`src/rtl/rtc_3wire_master_if.sv`:
```
// Controller handshake plus 3-wire pad signals of rtc_3wire_master.
// master = the serial engine, slave = controller / pad side.
interface rtc_3wire_master_if;
  logic       send;
  logic [7:0] adress;
  logic [7:0] data;
  logic       ready;
  logic [7:0] rtc_data;
  logic       ce;
  logic       sclk;
  logic       io_out;
  logic       io_oe;
  logic       io_in;

  modport master (
    input  send, adress, data, io_in,
    output ready, rtc_data, ce, sclk, io_out, io_oe
  );

  modport slave (
    output send, adress, data, io_in,
    input  ready, rtc_data, ce, sclk, io_out, io_oe
  );
endinterface

```
`src/rtl/rtc_3wire_master.sv`:
```
// DS1302-style 3-wire serial transport engine, LSB first, registered pad outputs.
// Optional IO_SYNC_EN: 2-flop synchroniser on io_in (needs HALF_PERIOD >= 4).
//
// state   | meaning
// --------+------------------------------------------------------------
// S_IDLE  | ready=1, waiting for send
// S_SETUP | ce high, sclk low, command bit 0 on io_out for CE_SETUP
// S_CMD   | 8 command bit periods (low phase then high phase)
// S_WR    | 8 write-data bit periods, io driven
// S_RD    | 8 read low phases (sample on last cycle), 7 high phases
// S_END   | sclk low, ce high for one half period
// S_RECOV | ce low for CE_RECOVERY, then back to idle with ready
module rtc_3wire_master #(
  parameter int HALF_PERIOD = 50,
  parameter int CE_SETUP    = 4,
  parameter int CE_RECOVERY = 4
) (
  input  logic               clk,
  input  logic               rst,
  rtc_3wire_master_if.master bus
);

  typedef enum logic [2:0] {
    S_IDLE, S_SETUP, S_CMD, S_WR, S_RD, S_END, S_RECOV
  } state_t;

  localparam int MAX_A = (HALF_PERIOD > CE_SETUP) ? HALF_PERIOD : CE_SETUP;
  localparam int MAX_V = (MAX_A > CE_RECOVERY) ? MAX_A : CE_RECOVERY;
  localparam int CNT_W = $clog2(MAX_V + 1);
  localparam logic [CNT_W-1:0] HP_LD = CNT_W'(HALF_PERIOD - 1);
  localparam logic [CNT_W-1:0] CS_LD = CNT_W'(CE_SETUP - 1);
  localparam logic [CNT_W-1:0] CR_LD = CNT_W'(CE_RECOVERY - 1);

`ifdef IO_SYNC_EN
  localparam int HP_MIN = 4;
`else
  localparam int HP_MIN = 2;
`endif

  generate
    if (HALF_PERIOD < HP_MIN || CE_SETUP < 1 || CE_RECOVERY < 1) begin : g_bad_param
      $error("rtc_3wire_master: HALF_PERIOD/CE_SETUP/CE_RECOVERY below minimum");
    end
  endgenerate

  logic io_smp;
`ifdef IO_SYNC_EN
  logic [1:0] io_sync;
  always_ff @(posedge clk or negedge rst) begin
    if (!rst) io_sync <= '0;
    else      io_sync <= {io_sync[0], bus.io_in};
  end
  assign io_smp = io_sync[1];
`else
  assign io_smp = bus.io_in;
`endif

  state_t           state_q, state_n;
  logic [CNT_W-1:0] cnt_q, cnt_n, cnt_dec;
  logic [2:0]       bit_q, bit_n, bit_inc;
  logic             hi_q, hi_n;
  logic [7:0]       cmd_q, cmd_n, dat_q, dat_n, shf_q, shf_n, rtc_q, rtc_n, tx_bits;
  logic             ready_q, ready_n, ce_q, ce_n, sclk_q, sclk_n;
  logic             out_q, out_n, oe_q, oe_n;

  always_ff @(posedge clk or negedge rst) begin
    if (!rst) begin
      state_q <= S_IDLE;
      cnt_q   <= '0;
      bit_q   <= '0;
      hi_q    <= 1'b0;
      cmd_q   <= '0;
      dat_q   <= '0;
      shf_q   <= '0;
      rtc_q   <= '0;
      ready_q <= 1'b1;
      ce_q    <= 1'b0;
      sclk_q  <= 1'b0;
      out_q   <= 1'b0;
      oe_q    <= 1'b0;
    end else begin
      state_q <= state_n;
      cnt_q   <= cnt_n;
      bit_q   <= bit_n;
      hi_q    <= hi_n;
      cmd_q   <= cmd_n;
      dat_q   <= dat_n;
      shf_q   <= shf_n;
      rtc_q   <= rtc_n;
      ready_q <= ready_n;
      ce_q    <= ce_n;
      sclk_q  <= sclk_n;
      out_q   <= out_n;
      oe_q    <= oe_n;
    end
  end

  // Outputs are computed for the next state and registered, so pads never glitch.
  always_comb begin
    state_n = state_q;
    cnt_n   = cnt_q;
    bit_n   = bit_q;
    hi_n    = hi_q;
    cmd_n   = cmd_q;
    dat_n   = dat_q;
    shf_n   = shf_q;
    rtc_n   = rtc_q;
    ready_n = ready_q;
    ce_n    = ce_q;
    sclk_n  = sclk_q;
    out_n   = out_q;
    oe_n    = oe_q;
    cnt_dec = cnt_q - CNT_W'(1);
    bit_inc = bit_q + 3'd1;
    tx_bits = (state_q == S_WR) ? dat_q : cmd_q;

    case (state_q)
      S_IDLE: begin
        if (bus.send) begin
          cmd_n   = bus.adress;
          dat_n   = bus.data;
          state_n = S_SETUP;
          cnt_n   = CS_LD;
          ready_n = 1'b0;
          ce_n    = 1'b1;
          sclk_n  = 1'b0;
          oe_n    = 1'b1;
          out_n   = bus.adress[0];
        end
      end

      S_SETUP: begin
        if (cnt_q == '0) begin
          state_n = S_CMD;
          cnt_n   = HP_LD;
          bit_n   = '0;
          hi_n    = 1'b0;
          out_n   = cmd_q[0];
        end else begin
          cnt_n = cnt_dec;
        end
      end

      S_CMD, S_WR: begin
        if (cnt_q != '0) begin
          cnt_n = cnt_dec;
        end else if (!hi_q) begin
          hi_n   = 1'b1;
          sclk_n = 1'b1;
          cnt_n  = HP_LD;
        end else begin
          hi_n   = 1'b0;
          sclk_n = 1'b0;
          cnt_n  = HP_LD;
          bit_n  = bit_inc;
          if (bit_q != 3'd7) begin
            out_n = tx_bits[bit_inc];
          end else if (state_q == S_WR) begin
            state_n = S_END;
            oe_n    = 1'b0;
          end else if (cmd_q[0]) begin
            state_n = S_RD;
            oe_n    = 1'b0;
          end else begin
            state_n = S_WR;
            out_n   = dat_q[0];
          end
        end
      end

      // No high phase after bit 7: the RTC sees only 15 rising edges on a read.
      S_RD: begin
        if (cnt_q != '0) begin
          cnt_n = cnt_dec;
        end else if (!hi_q) begin
          shf_n[bit_q] = io_smp;
          cnt_n        = HP_LD;
          if (bit_q == 3'd7) begin
            state_n = S_END;
          end else begin
            hi_n   = 1'b1;
            sclk_n = 1'b1;
          end
        end else begin
          hi_n   = 1'b0;
          sclk_n = 1'b0;
          cnt_n  = HP_LD;
          bit_n  = bit_inc;
        end
      end

      S_END: begin
        if (cnt_q == '0) begin
          state_n = S_RECOV;
          ce_n    = 1'b0;
          cnt_n   = CR_LD;
        end else begin
          cnt_n = cnt_dec;
        end
      end

      S_RECOV: begin
        if (cnt_q == '0) begin
          state_n = S_IDLE;
          ready_n = 1'b1;
          if (cmd_q[0]) rtc_n = shf_q;
        end else begin
          cnt_n = cnt_dec;
        end
      end

      default: state_n = S_IDLE;
    endcase
  end

  assign bus.ready    = ready_q;
  assign bus.rtc_data = rtc_q;
  assign bus.ce       = ce_q;
  assign bus.sclk     = sclk_q;
  assign bus.io_out   = out_q;
  assign bus.io_oe    = oe_q;

endmodule

```
`src/flat_wrapper.sv`:
```
// flat-port wrapper written by rule: the top's interface ports become plain ports
module rtc_3wire_master_flat 
#(
  parameter int HALF_PERIOD = 50,
  parameter int CE_SETUP    = 4,
  parameter int CE_RECOVERY = 4
)
  (clk, rst, bus_send, bus_adress, bus_data, bus_io_in, bus_ready, bus_rtc_data, bus_ce, bus_sclk, bus_io_out, bus_io_oe);
  rtc_3wire_master_if bus_i ();
  input  logic clk;
  input  logic rst;
  input wire logic [$bits(bus_i.send)-1:0] bus_send;
  input wire logic [$bits(bus_i.adress)-1:0] bus_adress;
  input wire logic [$bits(bus_i.data)-1:0] bus_data;
  input wire logic [$bits(bus_i.io_in)-1:0] bus_io_in;
  output wire logic [$bits(bus_i.ready)-1:0] bus_ready;
  output wire logic [$bits(bus_i.rtc_data)-1:0] bus_rtc_data;
  output wire logic [$bits(bus_i.ce)-1:0] bus_ce;
  output wire logic [$bits(bus_i.sclk)-1:0] bus_sclk;
  output wire logic [$bits(bus_i.io_out)-1:0] bus_io_out;
  output wire logic [$bits(bus_i.io_oe)-1:0] bus_io_oe;
  assign bus_i.send = bus_send;
  assign bus_i.adress = bus_adress;
  assign bus_i.data = bus_data;
  assign bus_i.io_in = bus_io_in;
  assign bus_ready = bus_i.ready;
  assign bus_rtc_data = bus_i.rtc_data;
  assign bus_ce = bus_i.ce;
  assign bus_sclk = bus_i.sclk;
  assign bus_io_out = bus_i.io_out;
  assign bus_io_oe = bus_i.io_oe;
  rtc_3wire_master #(.HALF_PERIOD(HALF_PERIOD), .CE_SETUP(CE_SETUP), .CE_RECOVERY(CE_RECOVERY)) u_core (.clk(clk), .rst(rst), .bus(bus_i));
endmodule
```
`config.mk`:
```
export PLATFORM = sky130hd
export DESIGN_NAME = rtc_3wire_master_flat
export DESIGN_NICKNAME = d
export VERILOG_FILES = /design/src/rtl/rtc_3wire_master_if.sv /design/src/rtl/rtc_3wire_master.sv /design/src/flat_wrapper.sv
export SDC_FILE = /design/constraint.sdc
export NUM_CORES = 1
export LEC_CHECK = 0
export CAP_MARGIN = 30
export CORE_AREA = 8 8 86 88
export DETAILED_ROUTE_END_ITERATION = 10
export DIE_AREA = 0 0 94 96
export HOLD_SLACK_MARGIN = 0.1
export PLACE_DENSITY = 0.66
export SLEW_MARGIN = 5
export SYNTH_ARGS = -nofsm -noshare
export SYNTH_HDL_FRONTEND = slang
export SYNTH_SLANG_ARGS = --single-unit
```
`constraint.sdc`:
```
create_clock -name clk -period 2.9 [get_ports clk]
set_clock_uncertainty 0.1 [all_clocks]
set_input_delay 0.435 -clock clk [delete_from_list [all_inputs] [get_ports clk]]
set_output_delay 0.435 -clock clk [all_outputs]
set_load 0.02 [all_outputs]
```
Word-level counts from Yosys, hierarchy flattened
Index checks and enable logic that the tools add are counted.
Word-level totals
  bits in registers: 50
  input bits: 20
Cells by class
  add/subtract/negate cells: 2
  $lt $le $gt $ge: 3
  equal/unequal tests: 25
  mux-type cells: 58
  bitwise operators: 2
  reduce and logical (&&, ||, !) cells: 26
Operators by type and width (count)
  2-to-1 mux 3 bit: 14
  2-to-1 mux 6 bit: 5
  one-hot mux 6 bit (5 select lines): 1
  2-to-1 mux 1 bit: 26
  one-hot mux 3 bit (6 select lines): 1
  AND reduction 3 bit: 5
  inequality test 2 bit, second input constant: 7
  == test 3 bit, second input constant: 4
  inequality test 2 x 1 -> 1 bit, second input constant: 6
  AND reduction 10 bit: 1
  one-hot mux 1 bit (3 select lines): 3
  nonzero test 3 bit: 3
  bitwise mux 8 bit: 1
  less-than comparator 3 x 4 -> 1 bit, second input constant: 2
  2-to-1 mux 8 bit: 1
  AND reduction 4 bit: 2
  nonzero test 2 bit: 4
  AND reduction 7 bit: 1
  == test 3 x 2 -> 1 bit, second input constant: 2
  logical NOT 6 bit: 1
  inequality test 3 x 2 -> 1 bit, second input constant: 2
  inequality test 3 bit, second input constant: 2
  one-hot mux 1 bit (2 select lines): 3
  one-hot mux 3 bit (2 select lines): 1
  17 further kinds: 18

Longest topological paths before layout
Gate-level depths: netlist of the first run.
  word-level depth: 8
  mapped depth: 9
  depth with buffers taken out: 7

Worst setup path after synthesis of the first run
OpenSTA, ideal clock, no wires.
  path type: reg2reg
  start: reg u_core.cnt_q[0]
  end: reg u_core.shf_q[0]
  setup time: 125 ps
  arrival: 1938 ps
  data required time: 2675 ps
  setup slack: 737 ps
  cell stages (with the launch flop): 8
  clock period less this slack: 2163 ps
  cell sequence: dfrtp_1 -> clkbuf_1 -> inv_1 -> ha_1 -> nor3b_2 -> nand3_1 -> nor4_1 -> mux2_2
Between the ends
  cells in the longest elaborated chain, start to end: 3
RTL lines
  start: declaration: RTL line rtc_3wire_master.sv:59  | logic [CNT_W-1:0] cnt_q, cnt_n, cnt_dec;
  start signal: assignment: RTL line rtc_3wire_master.sv:83  | cnt_q <= cnt_n;
  nonzero test 6 bit: RTL line rtc_3wire_master.sv:173  | if (cnt_q != '0) begin
  inverter 1 bit (no line)
  AND reduction 3 bit (no line)
  end signal: assignment: RTL line rtc_3wire_master.sv:88  | shf_q <= shf_n;
  end: declaration: RTL line rtc_3wire_master.sv:62  | logic [7:0] cmd_q, cmd_n, dat_q, dat_n, shf_q, shf_n, rtc_q, rtc_n, tx_bits;
Every way passes these cells.
A chain may end at the register's enable or synchronous reset.

Worst setup path after layout of the first run
Ends and elaborated chain as after synthesis.

==> results.toml, run 1 <==
[run_status]
outcome = "completed"

[timing]
timing.slew.headroom_pct = 57.7
timing_hold_violations_final = 0
rsz0062_at_grt = "no"
timing.final.setup_violations = 0
final_max_slew_viol_count = 0
setup-tns-final_ns = 0
timing_worst_slew_pin_value_ns = 0.635
finalWorstPathRequiredPeriod_ns = 2.37
fmax_ghz = 0.423
fin_crit_sh_pct = 81.6

[pwr]
ir_drop_mv = 0.440
netSwitchingPower_uw = 1150
sw_frac_of_total_pct = 39.1
clockPowerShare_pct = 17.5
power.share.sequential_pct = 37.3
power.share.combinational_pct = 45.2
power-per-cell-area_nw_per_um2 = 930
cell_internal_pwr_uw = 1800
p_leak_uw = 0.00136

[logic_synthesis]
synth_largest_area_cell = "sky130_fd_sc_hd__dfrtp_1"
synthCells = 253
synth_seq_cells = 50
post_synthesis_async_set_or_reset_flop_share_pct = 100
count_of_flip_flops_with_a_built_in_enable_after_synthesis = 0
synthesis.yosys.warnings = 0
postSynthNetCount = 276
syn-mean-instance-area_um2 = 10.5
synth_cell_type_count = 42
mappedNetlistArea_um2 = 2660
seq_area_frac_synth_pct = 47.1
synth_top_cells_by_area = "sky130_fd_sc_hd__dfrtp_1 46%, sky130_fd_sc_hd__mux2_2 16%, sky130_fd_sc_hd__o21ai_0 3.8%"
dominantRegCellSynth = "sky130_fd_sc_hd__dfrtp_1"
synth_top_cell_area_share_pct = 46.1

[route]
detail_route.wl_per_cell_um = 15.5
wl_met3_um = 202
met2WireLength_um = 2630
via_count = 2009
drcViolationCount = 0
routedLengthMet1_um = 2760
vias_per_cell = 5.52
routed_wl_um = 5660
antenna_left = 0
detail_route.first_pass.iterations = 4
drtIter0Drc = 143
topRoutingLayerUsed = "met4"

[final_layout]
synthToLayoutAreaGrowth_pct = 19.5
fillerInstances = 557
antenna_diode_instance_count = 0
finalCoreUtilization_pct = 52.1
nets = 309
drive_gt1_share_pct = 21.3

[clocking]
postCtsSetupRepairBufs = 0
cts.path.max_buffers = 2
numCtsBuffers = 5
cts_hold_buffers = 0
worst_skew_pair.late_latency_ns = 0.31
cts_htree_levels = 2
cts-root-buf = "sky130_fd_sc_hd__clkbuf_8"
ctsResizeCount = 0
cts.clk_slew.worst_paths_ns = 0.10
cts_tree = "built"
cts.sink_count = 50

[critical_path]
worst_ep_arrival_time_ns = 2.47
startpoint_type = "register"
timing.critical_path.required_ns = 3.00
worst-setup-path-type = "reg -> reg"
critPathSlowestCell = "sky130_fd_sc_hd__dfrtp_1"
cpPeakStageDelay_ns = 0.47
crit_fanout = 9
setup.reg_to_reg.worst_slack_ns = 0.53
path_cells = "inv_1 -> ha_1 -> nor3b_2 -> nand3_1 -> nor4_1 -> mux2_2"
end_kind = "register"

[global_route]
antenna_found_initial = 0
gr-total-overflow = 0
grt_pass1_vias = 1980
grt_max_degree = 51
groute.usage.overall_pct = 13.1
grt_first_pass_wirelength_um = 9540

[floorplan]
fp.dieH_um = 96
starting_density_pct = 43.6
dieWidth_um = 94
core_region_area_um2 = 6100
ports_placed_on_the_boundary = 33
num_rows = 29
die_area_um2 = 9020

[run]
max_cap_violations = 0

[place]
gpl.final_weighted_congestion = 0.815
place.detailed.hpwl_um = 3910
quantity_of_i_o_buffers_inserted_on_ports = 32

[min_path]
hold_class = "in -> async"
[stage by stage]
step	worst slack (ns)	instances	hold slack, ns	cell area [um2]	power (uW)
global placement	0.621	356	0.376	3060	2410
detailed placement	0.552	356	0.391	3060	2450
floorplan	0.737	253	0.0394	2660	2100
global route	0.354	364	0.179	3180	3160
finish	0.534	364	0.114	3180	2950
CTS	0.545	364	0.145	3180	2980
[placed cells by master (no fill, tap or decap), drive strengths merged, types with 2 or more instances in the layout]
master,synthesis,final
mux4,2,2
nor3b,2,2
inv,6,7
nor4,5,5
nor2b,7,7
a21oi,12,12
nand3,5,5
o22ai,4,4
and2,3,3
ha,3,3
nor2,15,15
o211ai,3,3
o21ai,21,21
o41ai,2,2
a31oi,4,4
nand2,23,23
o31ai,2,2
nand2b,10,10
mux2i,3,3
buf,7,7
mux2,38,38
clkbuf,5,5
dfrtp,49,49
nand3b,2,2
nor3,10,10
clkdlybuf4s50,0,31
[synth_stat cells (2+ instances only)]
cell type                  count
sky130_fd_sc_hd__dfrtp_1      49
sky130_fd_sc_hd__mux2_2       37
sky130_fd_sc_hd__nand2_1      23
sky130_fd_sc_hd__o21ai_0      20
sky130_fd_sc_hd__nor2_1       15
sky130_fd_sc_hd__a21oi_1      12
sky130_fd_sc_hd__nand2b_1     10
sky130_fd_sc_hd__nor3_1        9
sky130_fd_sc_hd__nor2b_1       7
sky130_fd_sc_hd__inv_1         6
sky130_fd_sc_hd__buf_2         5
sky130_fd_sc_hd__clkbuf_1      5
sky130_fd_sc_hd__nand3_1       5
sky130_fd_sc_hd__nor4_1        5
sky130_fd_sc_hd__a31oi_1       4
sky130_fd_sc_hd__o22ai_1       4
sky130_fd_sc_hd__and2_1        3
sky130_fd_sc_hd__ha_1          3
sky130_fd_sc_hd__mux2i_1       3
sky130_fd_sc_hd__o211ai_1      3
sky130_fd_sc_hd__mux4_2        2
sky130_fd_sc_hd__o31ai_1       2
sky130_fd_sc_hd__o41ai_1       2
[path summary, 6_finish.rpt]
kind,start,to,cells after the start
setup / recovery,u_core.cnt_q[0]$_DFFE_PN0P_,u_core.shf_q[0]$_DFFE_PN0P_,6
hold / removal,rst,u_core.state_q[1]$_DFFE_PN0P_,2
setup reg to reg,u_core.cnt_q[0]$_DFFE_PN0P_,u_core.shf_q[0]$_DFFE_PN0P_,6
hold reg to reg,u_core.dat_q[6]$_DFFE_PN0P_,u_core.dat_q[6]$_DFFE_PN0P_,1
max in group asynchronous,rst,u_core.bus.rtc_data[2]$_DFFE_PN0P_,2
min in group clk,u_core.dat_q[6]$_DFFE_PN0P_,u_core.dat_q[6]$_DFFE_PN0P_,1
[sequential cells by signal, indices dropped and copies added, names as in the netlist, 3 cells and up]
| name | flops |
|---|---|
| u_core.state_q | 3 |
| u_core.bus.rtc_data | 8 |
| u_core.bit_q | 3 |
| u_core.cnt_q | 6 |
| u_core.cmd_q | 8 |
| u_core.shf_q | 8 |
| u_core.dat_q | 8 |
[power by group through the flow]
stage	Combinational, uW	Clock [uW]	Sequential [uW]
floorplan	1020	0	1080
global placement	1310	0	1100
detailed placement	1330	0	1110
CTS	1340	537	1100
global route	1480	557	1130
finish	1340	517	1100
[worst max-delay path: cells and delay by family (launching register included)]
| family | cells | cell delay [ns] |
|---|---|---|
| adder cells (fa/ha/maj) | 1 | 0.18 |
| multiplexers | 1 | 0.37 |
| AND/OR/NAND/NOR | 3 | 1.05 |
| buffers and inverters | 1 | 0.09 |
| flip-flops | 1 | 0.47 |
[layout make-up]
cell class / count / area (um2) / share of cell area, %
clock buffer: 5 / 68.8 / 2.17
clock inverter: 3 / 47.5 / 1.50
multi-input combinational: 185 / 1330 / 41.8
timing repair buffer: 38 / 360 / 11.3
tap: 77 / 96.3 / 3.03
inverter: 6 / 22.5 / 0.709
sequential: 50 / 1250 / 39.4
[routing by layer]
| metal | vias to the layer above | global-route usage (%) |
|---|---|---|
| met5 | - | 0 |
| li1 | 984 | - |
| met2 | 31 | 20.9 |
| met1 | 988 | 17.1 |
| met4 | 0 | 5.02 |
| met3 | 6 | 2.89 |
[cells by family (layout without fill, tap and decap cells)]
group	count (synthesis)	in the layout	synth area share (%)
and+or+nand+nor	85	85	17.1
adders and majority gates	3	3	1.41
buffers and inverters	18	52	2.92
AOI/OAI and AO/OA	54	54	12.5
muxes	43	43	18.9
DFF	50	50	47.1
(Power assumes the default switching activity.)
==> run 2: changes to the inputs <==
--- a/config.mk
+++ b/config.mk
@@ -10,7 +10,7 @@
 export DETAILED_ROUTE_END_ITERATION = 10
 export DIE_AREA = 0 0 94 96
 export HOLD_SLACK_MARGIN = 0.1
-export PLACE_DENSITY = 0.66
+export PLACE_DENSITY = 0.68
 export SLEW_MARGIN = 5
 export SYNTH_ARGS = -nofsm -noshare
 export SYNTH_HDL_FRONTEND = slang
==> constraint.sdc (replaced) <==
create_clock -name clk -period 1.9 [get_ports clk]
set_clock_uncertainty 0.1 [all_clocks]
set_input_delay 0.285 -clock clk [delete_from_list [all_inputs] [get_ports clk]]
set_output_delay 0.285 -clock clk [all_outputs]
set_load 0.02 [all_outputs]
==> run 2 against run 1 <==
Design area rose by 14%. Critical path depth decreased by 1. Combinational power increased by 110%. Largest power group unchanged. Sequential share of layout area decreased by 4.8 points.
==> results.toml, run 2 (synthesis gave the netlist of run 1 again) <==
[clocking]
numCtsBuffers = 5
cts_htree_levels = 2
worst_skew_pair.late_latency_ns = 0.31
cts.sink_count = 50
cts.path.max_buffers = 2
cts.clk_slew.worst_paths_ns = 0.09
cts-root-buf = "sky130_fd_sc_hd__clkbuf_8"
cts_tree = "built"

[route]
drcViolationCount = 0
drtIter0Drc = 101
routed_wl_um = 6050
antenna_left = 0
detail_route.wl_per_cell_um = 15.4
via_count = 2151
vias_per_cell = 5.49
detail_route.first_pass.iterations = 4

[final_layout]
post_layout_nonfiller_instances = 392
antenna_diode_instance_count = 0
finalCoreUtilization_pct = 59.3
final_cell_mix = "49 x sky130_fd_sc_hd__dfrtp_1, 35 x sky130_fd_sc_hd__mux2_2, 31 x sky130_fd_sc_hd__clkdlybuf4s50_1, 27 x sky130_fd_sc_hd__buf_4, 20 x sky130_fd_sc_hd__nand2_1"
finish.instance_area_um2 = 3620
synthToLayoutAreaGrowth_pct = 36.1
most_common_cell_after_layout_fill_and_taps_aside = "sky130_fd_sc_hd__dfrtp_1"
nets = 337
drive_gt1_share_pct = 36.8

[pwr]
design_power_total_uw = 5040
p_leak_uw = 0.00154
ir_drop_mv = 0.750
power-per-cell-area_nw_per_um2 = 1400

[place]
place.detailed.instances = 379
quantity_of_i_o_buffers_inserted_on_ports = 32
place.detailed.hpwl_um = 4300
cell_area_after_placement_um2 = 3320
gpl.final_weighted_congestion = 0.858

[critical_path]
setup.reg_to_reg.worst_slack_ns = 0.004
worstPathBufferInverterCount = 0
crit_family = "multiplexers"
cpPeakStageDelay_ns = 0.51
critPathSlowestCell = "sky130_fd_sc_hd__mux4_2"
startpoint_type = "register"
end_kind = "register"
timing.reg2reg.worst_path_depth = 5
rr_endpoint = "u_core.bus.io_out$_DFFE_PN0P_"
reg2reg_from = "u_core.state_q[0]$_DFFE_PN0P_"
worst-setup-path-type = "reg -> reg"
crit_fanout = 4
timing.critical_path.required_ns = 2.00
path_cells = "nand3b_4 -> mux4_2 -> o32ai_2 -> o41ai_2 -> mux2_2"
worst_ep_arrival_time_ns = 2.00

[floorplan]
starting_density_pct = 43.6
die_area_um2 = 9020
ports_placed_on_the_boundary = 33
dieWidth_um = 94
core_region_area_um2 = 6100
fp.dieH_um = 96
num_rows = 29

[timing]
rsz0062_at_grt = "yes"
timing_hold_violations_final = 0
final_max_slew_viol_count = 0
finalWorstPathRequiredPeriod_ns = 1.90
fin_crit_sh_pct = 99.8
timing_worst_slew_pin_value_ns = 0.508
fmax_ghz = 0.527
timing.final.setup_violations = 0
timing.slew.headroom_pct = 65.8

[global_route]
antenna_found_initial = 0
groute.usage.overall_pct = 13.9
gr-total-overflow = 0
grt_max_degree = 51
grt_first_pass_wirelength_um = 10000
grt_pass1_vias = 2148

[run_status]
outcome = "completed"

[run]
max_cap_violations = 0

[min_path]
hold_class = "in -> async"
[run 2: cell types whose count changed in the layout (fill, tap and decap cells not counted), moves of 4 or more]
cell                      delta
sky130_fd_sc_hd__buf_4      +21
sky130_fd_sc_hd__nor3_1      -7
sky130_fd_sc_hd__nor3_2      +5
sky130_fd_sc_hd__o21ai_0     -5
sky130_fd_sc_hd__o21ai_1     +4
[run 2: worst reg2reg max path, stage by stage (launching register included)]
cell and delay [ns]:
sky130_fd_sc_hd__dfrtp_1 0.42, sky130_fd_sc_hd__nand3b_4 0.13, sky130_fd_sc_hd__mux4_2 0.51, sky130_fd_sc_hd__o32ai_2 0.25
sky130_fd_sc_hd__o41ai_2 0.12, sky130_fd_sc_hd__mux2_2 0.27
[run 2: layout make-up]
class                      instances  area, um2
inverter                           6       25.0
multi-input combinational        186       1540
clock buffer                       7       86.3
clock inverter                     1       5.00
timing repair buffer              65        611
sequential                        50       1250
fill                             514       2480
tap                               77       96.3
[run 2: routing by layer]
metal / routed length (um) / track usage [%]
met2: 2970 / 22.8
met1: 2730 / 17.0
met4: 96 / 5.68
met3: 257 / 3.74
met5: 0 / 0
[run 2: stage by stage]
step	setup WS [ns]	setup TNS, ns	hold slack (ns)
3_5_place_dp	-0.180	-2.20	0.196
5_1_grt	-0.0572	-0.522	0.399
4_1_cts	0.000119	0	0.399
2_1_floorplan	-0.0467	-0.605	-0.111
3_3_place_gp	-0.0981	-1.19	0.194
6_report	0.00399	0	0.372
[run 2: where the power goes]
part | internal [uW] | switching (uW)
combinational | 1350 | 1410
sequential | 1400 | 233
clock | 295 | 354
total | 3050 | 2000
[run 2: how the worst max path moves through the flow]
stage                                  startpoint                                 end  cells after the start
floorplan             u_core.cnt_q[0]$_DFFE_PN0P_         u_core.bit_q[0]$_DFFE_PN0P_                      8
global placement      u_core.cnt_q[1]$_DFFE_PN0P_  u_core.bus.rtc_data[4]$_DFFE_PN0P_                      6
detailed placement    u_core.cnt_q[1]$_DFFE_PN0P_  u_core.bus.rtc_data[1]$_DFFE_PN0P_                      6
CTS                 u_core.state_q[0]$_DFFE_PN0P_       u_core.bus.io_out$_DFFE_PN0P_                      5
global route          u_core.cnt_q[0]$_DFFE_PN0P_       u_core.bus.io_out$_DFFE_PN0P_                      8
finish              u_core.state_q[0]$_DFFE_PN0P_       u_core.bus.io_out$_DFFE_PN0P_                      5
[run 2: what timing repair did]
action / CTS / global route
pin swaps: 2 / 8
endpoints found under the setup margin: 27 / 30
resized for setup: 8 / 29
buffers inserted: 1 / 2
hold buffers: 1 / 0
hold endpoints to repair: 49 / 0
cloned: 0 / 1
==> run 3: changes to the inputs <==
--- a/config.mk
+++ b/config.mk
@@ -6,9 +6,10 @@
 export NUM_CORES = 1
 export LEC_CHECK = 0
 export CAP_MARGIN = 30
-export CORE_AREA = 8 8 86 88
+export CORE_AREA = 2 2 68 96
+export CTS_CLUSTER_DIAMETER = 30
 export DETAILED_ROUTE_END_ITERATION = 10
-export DIE_AREA = 0 0 94 96
+export DIE_AREA = 0 0 70 98
 export HOLD_SLACK_MARGIN = 0.1
 export PLACE_DENSITY = 0.68
 export SLEW_MARGIN = 5
==> run 3 against run 2 <==
The run now ends with negative setup slack left. Count of clock-buffer cells in the layout fell by 1. Via count up 2.0%. Sequential share of layout area down 0.72 points. Die area shrank 24%. Sequential power about the same. First-iteration DRC count fell by 38%. Total power up 2.9%. Design area up 2.1%.
==> results.toml, run 3 (synthesis gave the netlist of run 1 again) <==
[run_status]
outcome = "complete, but fails checks"
violations = "negative setup slack"

[critical_path]
path_cells = "inv_2 -> ha_4 -> nor3b_4 -> buf_6 -> nand3_4 -> buf_12 -> nor4_4 -> mux2_4"
timing.critical_path.required_ns = 1.99
timing.reg2reg.worst_path_depth = 8
crit_fanout = 5
end_kind = "register"
cpPeakStageDelay_ns = 0.40
startpoint_type = "register"
worst_ep_arrival_time_ns = 2.03
worst-setup-path-type = "reg -> reg"
critPathSlowestCell = "sky130_fd_sc_hd__dfrtp_1"

[pwr]
p_leak_uw = 0.00160
ir_drop_mv = 0.898
sw_frac_of_total_pct = 38.5
netSwitchingPower_uw = 2000
power-per-cell-area_nw_per_um2 = 1410
power.share.combinational_pct = 54.3
cell_internal_pwr_uw = 3190
clockPowerShare_pct = 14.4
power.share.sequential_pct = 31.3

[clocking]
cts.path.max_buffers = 2
cts-root-buf = "sky130_fd_sc_hd__clkbuf_8"
cts.clk_slew.worst_paths_ns = 0.09
numCtsBuffers = 5
cts.sink_count = 50
cts_htree_levels = 2
cts_tree = "built"
worst_skew_pair.late_latency_ns = 0.30

[global_route]
grt_pass1_vias = 2187
gr-total-overflow = 0
grt_first_pass_wirelength_um = 10000
antenna_found_initial = 0
grt_max_degree = 51
groute.usage.overall_pct = 17.9

[floorplan]
num_rows = 34
fp.dieH_um = 98
starting_density_pct = 44.0
dieWidth_um = 70
core_region_area_um2 = 6040
die_area_um2 = 6860
ports_placed_on_the_boundary = 33

[place]
pre_cts_slack_ns = -0.140
quantity_of_i_o_buffers_inserted_on_ports = 32
place.detailed.hpwl_um = 4150
gpl.final_weighted_congestion = 0.816

[route]
antenna_left = 0
topRoutingLayerUsed = "met4"
met2WireLength_um = 3100
detail_route.wl_per_cell_um = 14.9
detail_route.first_pass.iterations = 4
drcViolationCount = 0
drtIter0Drc = 63
routed_wl_um = 5870
vias_per_cell = 5.55
wl_met3_um = 158
via_count = 2193
routedLengthMet1_um = 2500

[timing]
rsz0062_at_grt = "yes"
timing.slew.headroom_pct = 61.4
fmax_ghz = 0.514
fin_crit_sh_pct = 102
timing.final.setup_violations = 7
timing_hold_violations_final = 0
timing_worst_slew_pin_value_ns = 0.574
final_max_slew_viol_count = 0
finalWorstPathRequiredPeriod_ns = 1.94
worst_slack_ns = -0.0440
setup-tns-final_ns = -0.120

[run]
max_cap_violations = 0

[final_layout]
drive_gt1_share_pct = 37.8
synthToLayoutAreaGrowth_pct = 38.9
most_common_cell_after_layout_fill_and_taps_aside = "sky130_fd_sc_hd__dfrtp_1"
antenna_diode_instance_count = 0
fillerInstances = 541
nets = 345
final_cell_mix = "49 x sky130_fd_sc_hd__dfrtp_1, 35 x sky130_fd_sc_hd__buf_4, 32 x sky130_fd_sc_hd__mux2_2, 31 x sky130_fd_sc_hd__clkdlybuf4s50_1, 21 x sky130_fd_sc_hd__nand2_1"

[min_path]
hold_class = "in -> async"
## run 3: cell count changes in the layout (fill, tap and decap cells not counted), sizes merged
| cell | previous run | this run |
|---|---|---|
| buf | 33 | 42 |
| clkinvlp | 0 | 1 |
| nand3 | 6 | 5 |
| bufinv | 0 | 1 |
| clkinv | 1 | 0 |
| clkbuf | 7 | 6 |
## run 3: through the flow
stage | cells | cell area (um2) | power [uW] | hold slack, ns | utilization (%)
2_1_floorplan | 253 | 2730 | 3300 | -0.111 | -
3_3_place_gp | 376 | 3320 | 4080 | 0.198 | 55.0
3_5_place_dp | 376 | 3320 | 4130 | 0.196 | 55.0
4_1_cts | 388 | 3500 | 4990 | 0.412 | 57.9
5_1_grt | 395 | 3690 | 5580 | 0.418 | 61.1
6_report | 395 | 3690 | 5190 | 0.393 | 61.1
## run 3: layout make-up
cell class                      count  area [um2]  share of cell area, %
Clock buffer                        6        72.6                   1.97
Multi-Input combinational cell    185        1530                   41.5
Tap cell                           72        90.1                   2.44
Sequential cell                    50        1250                   33.9
Clock inverter                      2        37.5                   1.02
Inverter                            6        25.0                  0.678
Timing Repair Buffer               74         682                   18.5
## run 3: worst max-delay path: cells and delay by family, from the launching register on
family        cells  cell delay, ns
fa+ha+maj         1            0.14
buf+inv           3            0.39
flops             1            0.40
mux               1            0.32
simple gates      3            0.47
## run 3: routing by layer
layer  track usage, %  vias to the layer above
met2             32.4                       38
li1                 -                     1057
met3             2.68                       11
met4             6.36                        0
met1             21.4                     1087
met5                0                        -
## run 3: final timing paths
path                                        startpoint                                  to  slack, ns
max in group asynchronous                          rst        u_core.bus.ready$_DFFE_PN1P_       1.00
setup reg to reg           u_core.cnt_q[1]$_DFFE_PN0P_         u_core.shf_q[0]$_DFFE_PN0P_      -0.04
hold / removal                                     rst         u_core.dat_q[4]$_DFFE_PN0P_       0.39
hold reg to reg            u_core.shf_q[4]$_DFFE_PN0P_  u_core.bus.rtc_data[4]$_DFFE_PN0P_       0.40
min in group clk           u_core.shf_q[4]$_DFFE_PN0P_  u_core.bus.rtc_data[4]$_DFFE_PN0P_       0.40
setup / recovery           u_core.cnt_q[1]$_DFFE_PN0P_         u_core.shf_q[0]$_DFFE_PN0P_      -0.04
## run 3: repair_timing
| action | CTS | global route |
|---|---|---|
| hold buffers | 1 | 0 |
| pin swaps | 2 | 5 |
| endpoints found under the hold margin | 49 | 0 |
| setup endpoints to repair | 24 | 30 |
| gates cloned | 0 | 0 |
| gates resized for setup | 9 | 31 |
| setup buffers | 3 | 7 |
## run 3: power by group through the flow
stage                     clock network [uW]  logic (uW)  registers [uW]
after global placement                     0        2440            1630
final                                    749        2820            1620
after global routing                     812        3100            1670
after floorplan                            0        1650            1650
after CTS                                772        2590            1620
after detailed placement                   0        2490            1640
